<file path="src/rtl/word_byte_serializer.sv">
// Serializes one NBYTES x BYTE_W word per handshake into a valid/ready byte stream.
// Back-to-back words load on the final-byte beat, so the stream has no bubbles.
module word_byte_serializer #(
    parameter int NBYTES    = 7,
    parameter int BYTE_W    = 8,
    parameter bit LSB_FIRST = 1'b1
) (
    input  logic                        clk,
    input  logic                        rst,
    input  logic [NBYTES*BYTE_W-1:0]    in_word,
    input  logic                        in_valid,
    output logic                        in_ready,
    output logic [BYTE_W-1:0]           out_byte,
    output logic                        out_valid,
    input  logic                        out_ready,
    output logic                        out_last,
    output logic [$clog2(NBYTES)-1:0]   byte_idx,
    output logic                        busy
);
    localparam int WW = NBYTES * BYTE_W;
    localparam int IW = $clog2(NBYTES);
    localparam logic [IW-1:0] LAST_IDX = IW'(NBYTES - 1);

    typedef enum logic {IDLE = 1'b0, SHIFT = 1'b1} state_t;

    state_t              state_q;
    logic [WW-1:0]       sr_q;
    logic [WW-1:0]       sr_d;
    logic [IW-1:0]       idx_q;
    logic [IW-1:0]       idx_d;
    logic [BYTE_W-1:0]   byte_q;
    logic                valid_q;
    logic                last_q;
    logic                accept;
    logic                beat;

    // The byte on the output end of the shift register is always the next one to send.
    function automatic logic [BYTE_W-1:0] head(input logic [WW-1:0] w);
        if (LSB_FIRST) return w[BYTE_W-1:0];
        else           return w[WW-1 -: BYTE_W];
    endfunction

    always_comb begin
        in_ready = !rst && ((state_q == IDLE) || (out_ready && last_q));
        accept   = in_valid && in_ready;
        beat     = valid_q && out_ready;
        idx_d    = idx_q + 1'b1;
        sr_d     = LSB_FIRST ? (sr_q >> BYTE_W) : (sr_q << BYTE_W);
    end

    always_ff @(posedge clk) begin
        if (rst) begin
            state_q <= IDLE;
            sr_q    <= '0;
            idx_q   <= '0;
            byte_q  <= '0;
            valid_q <= 1'b0;
            last_q  <= 1'b0;
        end else if (accept) begin
            // Covers both a load from IDLE and a reload on the final beat.
            state_q <= SHIFT;
            sr_q    <= in_word;
            idx_q   <= '0;
            byte_q  <= head(in_word);
            valid_q <= 1'b1;
            last_q  <= 1'b0;
        end else if (beat) begin
            if (last_q) begin
                state_q <= IDLE;
                sr_q    <= '0;
                idx_q   <= '0;
                byte_q  <= '0;
                valid_q <= 1'b0;
                last_q  <= 1'b0;
            end else begin
                sr_q    <= sr_d;
                idx_q   <= idx_d;
                byte_q  <= head(sr_d);
                last_q  <= (idx_d == LAST_IDX);
            end
        end
    end

    assign out_byte  = byte_q;
    assign out_valid = valid_q;
    assign out_last  = last_q;
    assign byte_idx  = idx_q;
    assign busy      = (state_q == SHIFT);
endmodule

</file>
<file path="config.mk">
export PLATFORM = sky130hd
export DESIGN_NAME = word_byte_serializer
export DESIGN_NICKNAME = d
export VERILOG_FILES = /design/src/rtl/word_byte_serializer.sv
export SDC_FILE = /design/constraint.sdc
export NUM_CORES = 1
export LEC_CHECK = 0
export BUFFER_PORTS_ARGS = -buffer_cell sky130_fd_sc_hd__buf_2
export CAP_MARGIN = 20
export CORE_MARGIN = 1
export CORE_UTILIZATION = 30
export CTS_CLUSTER_SIZE = 8
export DETAILED_ROUTE_END_ITERATION = 10
export SLEW_MARGIN = 0
export SYNTH_ARGS = -nofsm -noshare
export SYNTH_HDL_FRONTEND = slang
export SYNTH_SLANG_ARGS = --single-unit
</file>
<file path="constraint.sdc">
create_clock -name clk -period 1.3 [get_ports clk]
set_input_delay 0 -clock clk [delete_from_list [all_inputs] [get_ports clk]]
set_output_delay 0 -clock clk [all_outputs]
set_load 0.02 [all_outputs]
</file>
# Yosys cells after proc, flatten, opt, wreduce, memory -nomap -nowiden
# Cells that the tools add are included.
# op_classes
add_sub_neg	1
eq_ne	1
n_mux	11
bitwise	1
reduce_logical	10
# op_table
operator	n
two-way mux 56 bit	2
two-way mux 48 bit	1
two-way mux 8 bit	3
logical AND 1 bit	4
two-way mux 1 bit	4
nonzero test 2 bit	2
adder 3 x 1 -> 3 bit, second input constant	1
== test 3 bit, second input constant	1
two-way mux 3 bit	1
AND reduction 2 bit	1
OR reduction 2 bit	1
zero test 1 bit	1
logical OR 1 bit	1
NOT 1 bit	1
# word_totals
ff_bits	69
out_inout_bits	15
elab_cells	29

# Depth between registers and ports, before layout
# Gate-level depths: netlist (run 1).
# depth
word_depth	6
depth_mapped	5

# Least setup slack after synthesis (run 1)
# No wires, ideal clock.
# synth_timing
path_type	register to register
start	reg valid_q, in the netlist out_valid
end	reg sr_q[0]
setup_ns	0.122
arrival_ns	1.360
required_ns	1.178
path_slack_ns	-0.181
stages_incl_launch_ff	6
cell_sequence	dfxtp_1 > a21boi_2 > nor3_2 > buf_6 > buf_6 > a221o_1
# synth_via
elab_chain_cells	5
elab_cells_between_ends	7
# synth_rtl
item	line	text
from (decl)	32	logic valid_q;
from (signal assigned)	57	valid_q <= 1'b0;
from (signal assigned)	65	valid_q <= 1'b1;
from (signal assigned)	73	valid_q <= 1'b0;
NOT 1 bit	-	
logical OR 1 bit	-	
logical AND 1 bit (2 in series)	-	
two-way mux 56 bit or nonzero test 2 bit (tied branches)	-	
to (signal assigned)	62	sr_q <= in_word;
to (signal assigned)	76	sr_q <= sr_d;
to (decl)	27	logic [WW-1:0] sr_q;
# Parallel ways exist; a longest one is shown, timed or not.
# A chain may end at the register's enable or synchronous reset.

# Final worst setup path (run 1)
# layout_timing
start	in rst
end	reg sr_q[4]
# layout_via
elab_chain_cells	4
elab_cells_between_ends	5
# layout_rtl
item	line	text
from (decl)	9	input logic rst,
zero test 1 bit	44	in_ready = !rst && ((state_q == IDLE) || (out_ready && last_q));
logical AND 1 bit	44	
logical AND 1 bit	45	accept = in_valid && in_ready;
two-way mux 56 bit or nonzero test 2 bit (tied branches)	-	
# Parallel ways exist; a longest one is shown, timed or not.

==> flow_metrics.tcl, run 1 <==
set metrics [dict create \
    cpMaxStageDelayCell "sky130_fd_sc_hd__dlygate4sd3_1" \
    design_area_um2 3740 \
    post-place-ws_ns 0.0150 \
    critPathLaunchType "primary input" \
    chipWidth_um 93.0 \
    yosysTopAreaCellShare_pct 49.1 \
    clkLatencyLatePin_ns 0.33 \
    start_util_pct 31.5 \
    die_h_um 93.0 \
    area_growth_synth_to_finish_pct 50.7 \
    yosys_most_used_dff "sky130_fd_sc_hd__dfxtp_1" \
    crit_required_ns 1.57 \
    period_needed_ns 1.29 \
    dpl_cell_area_um2 2950 \
    routed-via-count 2085 \
    post_route_cells_drive_above_1_share_pct 31.3 \
    final_min_period_over_clock_period_pct 99.1 \
    class_of_the_tightest_hold_or_removal_check "primary input to flop" \
    cts-buffers-inserted 9 \
    critPathKind "primary input to flop" \
    dp.final_hpwl_um 3650 \
    finalWeightedCongestion 0.725 \
    max_clock_freq_mhz 776 \
    synthArstFlopShare_pct 0 \
    via_count_of_the_first_global_routing_pass 2064 \
    cts.root.buffer_cell "sky130_fd_sc_hd__clkbuf_8" \
    io-pin-count 75 \
    report.final.slew_viol_count 0 \
    critical_path_endpoint_category "flop" \
    design.die.area_um2 8650 \
    wl_per_cell_um 13.0 \
    post_synth_most_frequent_cells "sky130_fd_sc_hd__dfxtp_1, sky130_fd_sc_hd__and2_1, sky130_fd_sc_hd__a221o_1" \
    vdd_drop_max_v 0.000582 \
    max-cap-violations 0 \
    cp_max_fo 48 \
    fin_setup_tns_ns 0 \
    post_synth_inst_count 220 \
    drc 0 \
    rsz0062_at_grt "yes" \
    grt_max_degree 49 \
    skew_ns 0.00755 \
    hold_violations 0 \
    maxSlewHeadroom_pct 71.7 \
    track_usage_pct 14.5 \
    pre_repair_dr_iteration_count 4 \
    synth_seq_area_share_pct 49.1 \
    synth.net_count 282 \
    viasPerCell 4.60 \
    delay_of_the_slowest_cell_on_the_worst_path_ns 0.53 \
    insertedDiodeCount 0 \
    tritoncts_num_sinks 61 \
    globalRoute.totalOverflow 0 \
    yosys-top-cells-area "sky130_fd_sc_hd__dfxtp_1, sky130_fd_sc_hd__a221o_1, sky130_fd_sc_hd__and2_1" \
    setup_violations 0 \
    ys_ff_latch 61 \
    grt_pass1_wl_um 9710 \
    nets 409 \
    ys.warnings.count 0 \
    port-buffer-count 74 \
    worstPathCellList "dlygate4sd3_1, buf_2, nor4bb_4, buf_12, and2_1, a221o_1" \
    antenna_violating_nets_post_route 0 \
    power_w 0.00445 \
    run_status "finished clean" \
    synth_area_per_cell_um2 11.3 \
    worst-endpoint-arrival_ns 1.56 \
    postLayoutCoreUtil_pct 47.5 \
    drt-total-wl_um 5880 \
    netlist_area_before_placement_um2 2480 \
    ctsLongestPathBuffers 2 \
    p_leak_nw 1.65 \
    coreArea_um2 7890 \
    post-route-worst-setup-slack_ns 0.0113 \
    clk_transition_reported_paths_ns 0.07 \
    antenna_found_initial 0 \
    htree_num_levels 3 \
    yosys.cell_types.count 23 \
    yosysTopAreaCell "sky130_fd_sc_hd__dfxtp_1" \
    cellPowerDensity_nw_per_um2 1190 \
    tritoncts "built" \
    synthMostInstantiatedCell "sky130_fd_sc_hd__dfxtp_1" \
    synth_edf_count 0 \
    max_slew.worst_pin.slew_ns 0.423 \
    drt_first_iter_violations 84 \
    core.rowCount 32 \
]
==> stage by stage <==
| stage | cells | hold slack, ns |
|---|---|---|
| after floorplan | 220 | 0.0627 |
| after global placement | 380 | 0.211 |
| after detailed placement | 380 | 0.212 |
| after CTS | 453 | 0.103 |
| after global routing | 453 | 0.134 |
| final | 453 | 0.126 |
==> power breakdown <==
group,internal [W],switching (W)
Sequential,0.00199,0.0000581
Combinational,0.000350,0.000236
Clock,0.00111,0.000707
Total,0.00345,0.00100
==> cells by family (layout without fill, tap and decap cells) <==
group           after synthesis  in the layout  share of synthesized area [%]
fa+ha+maj                     2              2                           1.01
compound gates               63             63                           23.9
flops                        61             61                           49.1
xor+xnor                      1              1                          0.353
buf+inv                      28            159                           8.56
simple gates                 65             65                           17.0
==> metal layers <==
layer | global-route usage [%] | routed length [µm]
met4 | 3.46 | 37
met3 | 5.12 | 384
met5 | 0 | 0
met1 | 19.3 | 2880
met2 | 22.3 | 2570
==> path summary, 6_finish.rpt <==
kind / startpoint / endpoint / slack [ns] / cells past startpoint
hold reg to reg: sr_q[49] / sr_q[49] / 0.48 / 1
hold / removal: out_ready / byte_idx[2] / 0.13 / 4
setup reg to reg: out_valid / sr_q[4] / 0.02 / 4
setup / recovery: rst / sr_q[4] / 0.01 / 6
==> repair_timing <==
item,in CTS,in global routing
endpoints found under the hold margin,57,0
gates cloned,0,0
endpoints found under the setup margin,5,49
buffers inserted,0,0
gates resized for setup,1,1
hold buffers,58,0
==> cell usage in the layout, fill, tap and decap left out, types with 3 or more instances in the layout <==
master                          count
sky130_fd_sc_hd__and2_1            48
sky130_fd_sc_hd__nand2_1            4
sky130_fd_sc_hd__dfxtp_2            3
sky130_fd_sc_hd__dlygate4sd3_1     58
sky130_fd_sc_hd__dfxtp_1           57
sky130_fd_sc_hd__buf_12             5
sky130_fd_sc_hd__nor2_1             3
sky130_fd_sc_hd__clkbuf_8          10
sky130_fd_sc_hd__buf_2             74
sky130_fd_sc_hd__a221o_1           48
sky130_fd_sc_hd__a21oi_1            4
sky130_fd_sc_hd__buf_4              5
sky130_fd_sc_hd__clkinv_2           3
sky130_fd_sc_hd__a22o_1             8
==> final cells by class <==
type,count,area [µm²]
clock buffers,10,138
clock inverters,5,75.1
fillers,727,4140
inverters,2,7.51
multi-input cells,131,1080
flip-flops and latches,61,1230
well taps,102,128
repair buffers,142,1090
==> state kept, by name, summed over array words and instances, names as in the netlist <==
name	count
sr_q	56
byte_idx	3
out_last	1
out_valid	1
==> worst max-delay path: cells and delay by family <==
kind | cells | cell delay (ns)
buf+inv | 3 | 0.95
compound gates | 1 | 0.11
simple gates | 2 | 0.48
(Power assumes the default switching activity.)
==> inputs of run 2 (changes only) <==
--- a/config.mk
+++ b/config.mk
@@ -8,9 +8,12 @@
 export BUFFER_PORTS_ARGS = -buffer_cell sky130_fd_sc_hd__buf_2
 export CAP_MARGIN = 20
 export CORE_MARGIN = 1
-export CORE_UTILIZATION = 30
+export CORE_UTILIZATION = 46
+export CTS_BUF_LIST = sky130_fd_sc_hd__clkbuf_8 sky130_fd_sc_hd__clkbuf_16
 export CTS_CLUSTER_SIZE = 8
 export DETAILED_ROUTE_END_ITERATION = 10
+export HOLD_SLACK_MARGIN = 0.08
+export PLACE_DENSITY = 0.75
 export SLEW_MARGIN = 0
 export SYNTH_ARGS = -nofsm -noshare
 export SYNTH_HDL_FRONTEND = slang
==> run 2 against run 1 <==
Effect of this change:
- sequential power is essentially flat
- the run now ends with setup timing left
- sequential cell count unchanged
- critical endpoint is now sr_q[7]
- combinational power increased by 6.8%
- worst setup slack worse by 0.073 ns
- utilization up 26 points
- total power decreased by 0.52%
- clock-buffer cell count is 1 lower
- critical path type is now flop to flop
- register-to-register slack worse by 0.08 ns
- highest routed layer unchanged
==> flow_metrics.tcl, run 2 (synthesized netlist as in run 1, its figures left out) <==
set metrics [dict create \
    chipWidth_um 75.5 \
    post_route_cells_drive_above_1_share_pct 32.3 \
    top_register_by_number_of_flip_flops "sr_q" \
    design_area_um2 3800 \
    cpMaxStageDelayCell "sky130_fd_sc_hd__dfxtp_4" \
    ctsLongestPathBuffers 2 \
    cts.root.buffer_cell "sky130_fd_sc_hd__clkbuf_8" \
    area_growth_synth_to_finish_pct 52.8 \
    comb_power_share_pct 14.1 \
    max_clock_freq_mhz 735 \
    io-pin-count 75 \
    power.clock.fraction_pct 39.5 \
    period_needed_ns 1.36 \
    port-buffer-count 74 \
    tritoncts "built" \
    largest_reg_flops 56 \
    finalWeightedCongestion 0.876 \
    htree_num_levels 3 \
    antenna_found_initial 0 \
    seq_power_share_pct 46.3 \
    design.die.area_um2 5700 \
    post-place-ws_ns -0.0432 \
    dp.final_hpwl_um 3200 \
    fill_cells 368 \
    hold_violations 0 \
    drt_first_iter_violations 97 \
    insertedDiodeCount 0 \
    tritoncts_num_sinks 61 \
    via_count_of_the_first_global_routing_pass 2096 \
    drc 0 \
    clk_transition_reported_paths_ns 0.07 \
    antenna_violating_nets_post_route 0 \
    grt_pass1_wl_um 9650 \
    setup_violations 50 \
    pre_repair_dr_iteration_count 5 \
    p_sw_share_pct 22.6 \
    critPathLaunchType "flop" \
    rsz0062_at_grt "yes" \
    multi_input_area_um2 1080 \
    layout_commonest_cell "sky130_fd_sc_hd__buf_2" \
    routed-via-count 2173 \
    start_util_pct 48.3 \
    delay_of_the_slowest_cell_on_the_worst_path_ns 0.37 \
    run_status "finished, violations left" \
    cts-buffers-inserted 9 \
    report.final.slew_viol_count 0 \
    cp_max_fo 12 \
    die_h_um 75.5 \
    p_leak_nw 1.71 \
    crit_required_ns 1.52 \
    final_min_period_over_clock_period_pct 105 \
    vdd_drop_max_v 0.000822 \
    coreArea_um2 5140 \
    wl_per_cell_um 14.4 \
    final_cell_count_no_fill 429 \
    track_usage_pct 23.3 \
    dpl_cell_area_um2 2900 \
    drt-total-wl_um 6180 \
    most_frequent_cells_in_the_layout "sky130_fd_sc_hd__buf_2, sky130_fd_sc_hd__dlygate4sd3_1, sky130_fd_sc_hd__dfxtp_1" \
    critPathKind "flop to flop" \
    grt_max_degree 49 \
    placed_cells 347 \
    worstPathCellList "a21boi_4, nor3_4, buf_6, buf_12, a221o_1" \
    critical_path_endpoint_category "flop" \
    nets 416 \
    seqCellArea_um2 1230 \
    power_w 0.00443 \
    clkLatencyLatePin_ns 0.33 \
    p_int_w 0.00343 \
    post-route-worst-setup-slack_ns -0.0612 \
    viasPerCell 5.07 \
    core.rowCount 26 \
    worst-endpoint-arrival_ns 1.58 \
    failed_checks "setup timing" \
    class_of_the_tightest_hold_or_removal_check "primary input to flop" \
    skew_ns 0.00778 \
    maxSlewHeadroom_pct 75.1 \
    power.switching_w 0.00100 \
    max_slew.worst_pin.slew_ns 0.372 \
    cellPowerDensity_nw_per_um2 1170 \
    max-cap-violations 0 \
    globalRoute.totalOverflow 0 \
]
==> run 2: path summary, 6_finish.rpt <==
check                     end  cells past startpoint       from  slack (ns)
setup / recovery      sr_q[7]                      5  out_valid       -0.06
setup reg to reg      sr_q[7]                      5  out_valid       -0.06
hold / removal    byte_idx[2]                      4  out_ready        0.11
hold reg to reg      sr_q[20]                      1   sr_q[20]        0.47
==> run 2: cell type report <==
cell class,count,area share [%]
sequential,61,32.4
timing repair buffer,149,31.2
multi-input combinational,131,28.5
clock buffer,9,3.26
tap,70,2.31
clock inverter,7,2.17
inverter,2,0.198
==> run 2: per-layer routing <==
metal | vias up | share of wire, % | track usage, %
met5 | - | 0 | 0
met4 | 0 | 0.89 | 6.17
met3 | 9 | 5.8 | 8.60
met2 | 69 | 50 | 40.8
met1 | 1004 | 43 | 26.8
li1 | 1091 | - | -
==> run 2: worst max-delay path, delay by kind of cell (launching register included) <==
family                 cells  cell delay, ns
DFF                        1            0.37
buffers and inverters      2            0.28
AOI/OAI and AO/OA          2            0.53
and+or+nand+nor            1            0.08
==> run 2: power by group through the flow <==
stage | Clock [W] | Combinational (W) | Sequential [W]
after floorplan | 0 | 0.000285 | 0.00208
after global placement | 0 | 0.000428 | 0.00208
after detailed placement | 0 | 0.000436 | 0.00209
after CTS | 0.00180 | 0.000612 | 0.00205
after global routing | 0.00189 | 0.000674 | 0.00207
final | 0.00175 | 0.000626 | 0.00205
==> run 2: timing repair <==
item | CTS | global route
cloned | 1 | 0
buffers inserted | 8 | 0
hold buffers | 58 | 0
endpoints found under the setup margin | 53 | 61
pin swaps | 3 | 12
gates resized for setup | 5 | 3
endpoints found under the hold margin | 57 | 0
==> run 2: stage by stage <==
step	TNS, ns	hold WS (ns)	utilization, %
final	-1.58	0.110	73.9
after global routing	-4.01	0.114	73.9
after CTS	-1.92	0.0889	73.7
after detailed placement	-0.905	0.218	56.4
after global placement	-0.0205	0.209	56.4
after floorplan	-0.384	0.0627	-
==> inputs of run 3 (changes only) <==
--- a/config.mk
+++ b/config.mk
@@ -13,7 +13,7 @@
 export CTS_CLUSTER_SIZE = 8
 export DETAILED_ROUTE_END_ITERATION = 10
 export HOLD_SLACK_MARGIN = 0.08
-export PLACE_DENSITY = 0.75
+export PLACE_DENSITY = 0.8
 export SLEW_MARGIN = 0
 export SYNTH_ARGS = -nofsm -noshare
 export SYNTH_HDL_FRONTEND = slang
==> run 3 against run 2 <==
Effect of this change:
- largest power group unchanged
- critical path depth decreased by 1
- highest routed layer unchanged
- critical endpoint unchanged
- first-iteration DRC count is 34% lower
- the run still ends with setup timing left
- non-clock buffer count shrank 8
==> flow_metrics.tcl, run 3 (synthesized netlist as in run 1, its figures left out) <==
set metrics [dict create \
    clkLatencyLatePin_ns 0.34 \
    rsz0062_at_grt "yes" \
    critical-path-top-delay-family "compound AO/OA/AOI/OAI gates" \
    wl_met1_um 2450 \
    period_needed_ns 1.30 \
    setup.worst_path.start "out_valid" \
    report.final.slew_viol_count 0 \
    hold_violations 0 \
    antenna_violating_nets_post_route 0 \
    layout_commonest_cell "sky130_fd_sc_hd__buf_2" \
    area_growth_synth_to_finish_pct 50.0 \
    via_count_of_the_first_global_routing_pass 2101 \
    min-delay-start "in_word[54]" \
    worstPathCellList "a21boi_4, nor3_4, buf_12, a221o_1" \
    critical_path.reg2reg.startpoint "out_valid" \
    grt_pass1_wl_um 9230 \
    number_of_setup_buffers_added_after_cts 0 \
    htree_num_levels 3 \
    critPathLaunchType "flop" \
    antenna_found_initial 0 \
    nets 408 \
    critPathKind "flop to flop" \
    final_cell_count_no_fill 421 \
    most_frequent_cells_in_the_layout "sky130_fd_sc_hd__buf_2, sky130_fd_sc_hd__dlygate4sd3_1, sky130_fd_sc_hd__dfxtp_1" \
    wl_per_cell_um 14.4 \
    max-cap-violations 0 \
    delay_of_the_slowest_cell_on_the_worst_path_ns 0.38 \
    post-route-worst-setup-slack_ns -0.00154 \
    met2WireLength_um 3170 \
    die_h_um 75.5 \
    postLayoutCoreUtil_pct 72.5 \
    ctsLongestPathBuffers 2 \
    placed_cells 345 \
    vdd_drop_max_v 0.000950 \
    start_util_pct 48.3 \
    post_route_cells_drive_above_1_share_pct 30.8 \
    class_of_the_tightest_hold_or_removal_check "primary input to flop" \
    power_w 0.00451 \
    io-pin-count 75 \
    design.die.area_um2 5700 \
    post-place-ws_ns -0.0106 \
    core.rowCount 26 \
    coreArea_um2 5140 \
    setup_violations 1 \
    cpMaxStageDelayCell "sky130_fd_sc_hd__dfxtp_4" \
    routed-via-count 2149 \
    grt_max_degree 49 \
    final_min_period_over_clock_period_pct 100 \
    skew_ns 0.00858 \
    tritoncts_num_sinks 61 \
    highest_layer "met4" \
    port-buffer-count 74 \
    drt_first_iter_violations 64 \
    track_usage_pct 22.1 \
    met3WireLength_um 335 \
    dp.final_hpwl_um 3190 \
    max_clock_freq_mhz 768 \
    insertedDiodeCount 0 \
    tritoncts "built" \
    clk_transition_reported_paths_ns 0.07 \
    failed_checks "setup timing" \
    globalRoute.totalOverflow 0 \
    largest_reg_flops 56 \
    drc 0 \
    maxSlewHeadroom_pct 73.2 \
    pre_repair_dr_iteration_count 5 \
    buf_inv_on_cp 1 \
    p_leak_nw 1.65 \
    top_register_by_number_of_flip_flops "sr_q" \
    cts-buffers-inserted 9 \
    viasPerCell 5.10 \
    drt-total-wl_um 6070 \
    chipWidth_um 75.5 \
    fin_setup_tns_ns -0.00154 \
    finalWeightedCongestion 0.835 \
    crit_required_ns 1.52 \
    critical_path_endpoint_category "flop" \
    run_status "finished, violations left" \
    worst-endpoint-arrival_ns 1.52 \
    cellPowerDensity_nw_per_um2 1210 \
    cts.root.buffer_cell "sky130_fd_sc_hd__clkbuf_8" \
    max_slew.worst_pin.slew_ns 0.400 \
    cp_max_fo 28 \
]
run 3: final cells by class:
| class | count | area (µm²) |
|---|---|---|
| flip-flops and latches | 61 | 1230 |
| repair buffers | 141 | 1100 |
| well taps | 70 | 87.6 |
| multi-input cells | 131 | 1080 |
| clock buffers | 10 | 138 |
| fillers | 363 | 1410 |
| inverters | 2 | 7.51 |
| clock inverters | 6 | 86.3 |
run 3: per-stage QoR:
| stage | area (µm²) | hold WS [ns] |
|---|---|---|
| floorplan | 2500 | 0.0627 |
| global placement | 2880 | 0.209 |
| detailed placement | 2880 | 0.213 |
| CTS | 3700 | 0.386 |
| global route | 3730 | 0.409 |
| finish | 3730 | 0.412 |
run 3: repair_timing:
item	4_1_cts	5_1_grt
resized for setup	1	1
hold endpoints to repair	57	0
gates cloned	0	1
pin swaps	0	6
setup endpoints to repair	18	47
hold buffers	59	0
run 3: worst paths after layout:
kind	depth (start not counted)	endpoint	slack [ns]
max	4	sr_q[7]	-0.002
min	3	sr_q[54]	0.41
max reg2reg	4	sr_q[7]	-0.002
min reg2reg	1	sr_q[21]	0.48
run 3: where the power goes:
part | internal (W) | switching, W | leakage (nW)
clock network | 0.00113 | 0.000747 | 0.112
logic | 0.000353 | 0.000234 | 1.04
registers | 0.00199 | 0.0000597 | 0.503
run 3: tightest hold or removal path: stages:
cell                            delay, ns
sky130_fd_sc_hd__dlygate4sd3_1       0.52
sky130_fd_sc_hd__buf_2               0.10
sky130_fd_sc_hd__a22o_1              0.11
run 3: metal layers:
metal / global-route usage (%) / vias up
li1: - / 1072
met4: 12.6 / 0
met2: 39.9 / 70
met1: 23.5 / 995
met3: 5.56 / 12
met5: 0 / -
